### src/rtl/gshare_pattern_table.sv
// gshare_pattern_table: gshare PHT of 2-bit saturating counters indexed by PC[IDX_W+1:2] ^ history.
// Define GSHARE_PHT_BYPASS_EN to forward a same-cycle update to the prediction outputs.
module gshare_pattern_table #(
  parameter int         IDX_W    = 4,
  parameter logic [1:0] CTR_INIT = 2'b01
) (
  input  logic             clk,
  input  logic             reset,
  input  logic [31:0]      IF_PC,
  input  logic [IDX_W-1:0] branch_history,
  output logic             pred_taken,
  output logic [IDX_W-1:0] pred_index,
  input  logic             ID_EX_Branch,
  input  logic             Pcsrc,
  input  logic [IDX_W-1:0] ID_EX_pht_index,
  output logic [1:0]       pht_ctr_dbg
);
  localparam int DEPTH = 2 ** IDX_W;
  logic [1:0] pht_q [DEPTH];
  logic [1:0] pht_d [DEPTH];
  logic [1:0] upd_ctr, upd_nxt, rd_ctr;
  assign pred_index = IF_PC[IDX_W+1:2] ^ branch_history;
  assign upd_ctr    = pht_q[ID_EX_pht_index];
  assign upd_nxt    = Pcsrc ? ((upd_ctr == 2'b11) ? 2'b11 : upd_ctr + 2'b01)
                            : ((upd_ctr == 2'b00) ? 2'b00 : upd_ctr - 2'b01);
  always_comb begin
    for (int i = 0; i < DEPTH; i++)
      pht_d[i] = (ID_EX_Branch && ID_EX_pht_index == IDX_W'(i)) ? upd_nxt : pht_q[i];
  end
  always_ff @(posedge clk) begin
    for (int i = 0; i < DEPTH; i++)
      pht_q[i] <= reset ? CTR_INIT : pht_d[i];
  end
`ifdef GSHARE_PHT_BYPASS_EN
  assign rd_ctr = (!reset && ID_EX_Branch && ID_EX_pht_index == pred_index) ? upd_nxt : pht_q[pred_index];
`else
  assign rd_ctr = pht_q[pred_index];
`endif
  assign pred_taken  = rd_ctr[1];
  assign pht_ctr_dbg = rd_ctr;
endmodule

### config.mk
export PLATFORM = sky130hd
export DESIGN_NAME = gshare_pattern_table
export DESIGN_NICKNAME = d
export VERILOG_FILES = /design/src/rtl/gshare_pattern_table.sv
export SDC_FILE = /design/constraint.sdc
export NUM_CORES = 1
export LEC_CHECK = 0
export CAP_MARGIN = 20
export CORE_MARGIN = 5
export CORE_UTILIZATION = 42
export DETAILED_ROUTE_END_ITERATION = 16
export PLACE_DENSITY_LB_ADDON = 0.15
export REMOVE_ABC_BUFFERS = 1
export SYNTH_ARGS = -nofsm -noshare
export SYNTH_HDL_FRONTEND = slang
export SYNTH_SLANG_ARGS = --single-unit
### constraint.sdc
create_clock -name clk -period 2.2 [get_ports clk]
set_input_delay 0.22 -clock clk [delete_from_list [all_inputs] [get_ports clk]]
set_output_delay 0.22 -clock clk [all_outputs]
set_load 0.02 [all_outputs]
==> results.yml <==
routing:
  avgRoutedWirePerCell_microns: 20.56
  vias_per_cell: 5.772
  routed_wl_microns: 4050
  drtIter0Drc: 80
  ant_nets: 0
  drcViolationCount: 0
  drt_pass1_iterations: 4
  vias: 1137
min_path:
  hp-class: "input port to flop"
  hold_end: "pht_q[4][0]$_DFFE_PP_"
  min_from: "ID_EX_pht_index[0]"
  hold_depth: 3
worst_setup_path:
  worstRegToRegCells: 6
  cp.required_ns: 1.98
  cp-end-kind: "primary output"
  critical_path_class: "input port to primary output"
  crit_start: "branch_history[0]"
  rrSetupSlack_ns: 0.21
  critPathMaxFanout: 5
  critPathLaunchType: "input port"
  worstReg2RegEnd: "pht_q[14][0]$_DFFE_PP_"
  rr_startpoint: "pht_q[7][1]$_DFFE_PP_"
  critPathArrivalTime_ns: 1.93
floorplan:
  start_util_pct: 43.07
  die_height_microns: 73.82
  num_rows: 23
  die_x_microns: 73.82
  coreArea_sq_mm: 0.003971
  dieArea_sq_mm: 0.005449
  ios: 51
sta:
  holdWs_ns: 0.6590
  hold_viol: 0
  finalCritPeriodShare_pct: 97.76
  grt_setup_unrepaired: "no"
  max_freq_mhz: 465.0
  worst_pin_slew_ns: 0.5259
  skew_ns: 0.006887
  maxSlewViolCount: 0
  max_slew_margin_pct: 64.64
  setup_viol: 0
  period_needed_ns: 2.151
logic_synthesis:
  syn_area_sq_mm: 0.001710
  synth_area_per_cell_sq_um: 15.69
  ys_types: 23
  yosys_warnings: 0
  synth_cells: 109
  yosysTopAreaCell: "edfxtp_1"
  synth_seq_cells: 32
  yosys-top-cells-area: "edfxtp_1 56%, mux4_2 20%, mux4_1 4.6%"
  synth_top_area_share_pct: 56.18
  yosysSeqAreaShare_pct: 56.18
cts:
  cts_root_buffer: "clkbuf_8"
  clk_path_buf_depth: 2
  cts_tree: "done"
  cts_made_buffers: 5
  clk_pin_slew_ns: 0.06
  cts_sinks: 32
  htreeDepth: 2
  clk_latency_ns: 0.28
run_status:
  status: "finished clean"
job:
  drv_cap: 0
power_and_ir_drop:
  vdd_ir_drop_max_uv: 421.2
  p_leak_nw: 0.7712
  power_density_mw_per_mm2: 722.7
  total_power_mw: 1.593
layout:
  top_register: "pht_q"
  diodes: 0
  most-common-layout-cells: "32 x edfxtp_1, 18 x mux4_2, 14 x clkdlybuf4s50_1"
  final_core_util_pct: 55.51
  largest_registers: "pht_q: 32 flops"
  multi_input_area_sq_um: 704.4
  drive_gt1_share_pct: 33.33
  final_cell_count_no_fill: 197
  final_common_cell: "edfxtp_1"
  fillers: 326
  num-nets-final: 190
  register_area_sq_um: 960.9
  largest_reg_flops: 32
  area_growth_pct: 28.90
global_routing:
  first_global_vias: 1197
  grtUsageTotal_pct: 16.17
  antenna_found_initial: 0
  grt_start_max_net_pins: 17
  grt_pass1_wl_microns: 6230
  grt-ovfl-total: 0
placement:
  dp_cells: 186
  port_buffers: 22
  gp_congestion: 0.8554
  dp_hpwl_microns: 2907
## where the power goes
part | internal, mW | total (mW) | switching (mW)
Sequential | 0.751 | 0.784 | 0.0324
Clock | 0.220 | 0.413 | 0.193
Combinational | 0.217 | 0.397 | 0.180
Total | 1.19 | 1.59 | 0.406
## Yosys cell counts, drive strengths merged
master and count:
clkbuf 4, edfxtp 32, o31ai 3, a31o 3
nor3b 1, xor2 3, xnor2 1, nand3b 2
and4 1, nor2b 2, nand3 5, nand4 1
a21oi 2, a22oi 1, inv 4, nand2 9
nor2 2, mux4 18, buf 4, o21ai 11
## cell families after synthesis
logic type,count (synthesis),share of synthesized area [%]
DFF,32,56.18
and+or+nand+nor,23,6.803
AOI/OAI and AO/OA,20,7.096
muxes,18,24.36
buffers and inverters,12,3.072
xor gates and xnor gates,4,2.488
## stage by stage
| stage | area, sq um | TNS, ns | setup slack [ns] |
|---|---|---|---|
| global route | 2205 | 0 | 0.005953 |
| finish | 2205 | 0 | 0.04925 |
| global placement | 2078 | -10.32 | -0.6877 |
| detailed placement | 2078 | -11.16 | -0.7146 |
| floorplan | 1673 | -0.08077 | -0.04038 |
| CTS | 2210 | 0 | 0.02651 |
## final cells by class
type / count / area share [%]
inverters: 4 / 0.6810
well taps: 50 / 2.838
clock inverters: 1 / 0.1703
clock buffers: 7 / 3.462
flip-flops and latches: 32 / 43.59
multi-input cells: 65 / 31.95
repair buffers: 38 / 17.31
## metal layers
layer / GRT usage (%) / vias up / routed length, microns
met5: 0 / - / 0
met4: 5.634 / 0 / 76
met3: 6.019 / 8 / 379
met2: 26.18 / 57 / 1958
met1: 19.86 / 559 / 1635
li1: - / 513 / -
## how the worst max path moves through the flow
stage	to	slack [ns]	cells after the start
2_1_floorplan	pht_ctr_dbg[1]	-0.04	3
3_3_place_gp	pht_ctr_dbg[0]	-0.69	6
3_5_place_dp	pht_ctr_dbg[0]	-0.71	6
4_1_cts	pred_taken	0.03	6
5_1_grt	pred_taken	0.006	6
6_report	pred_taken	0.05	6
## worst max-delay path: stages
cell and delay, ns:
buf_2 0.13, xor2_4 0.25, buf_12 0.17, mux4_2 0.49, mux4_2 0.51, buf_6 0.15
## timing repair
item                                    4_1_cts  5_1_grt
endpoints found under the setup margin       11        3
setup buffers                                 1        0
hold buffers                                  0        0
resized for setup                            36        3
pin swaps                                     3        0
gates cloned                                  2        0
No activity file was read; power rests on OpenSTA's default activity.
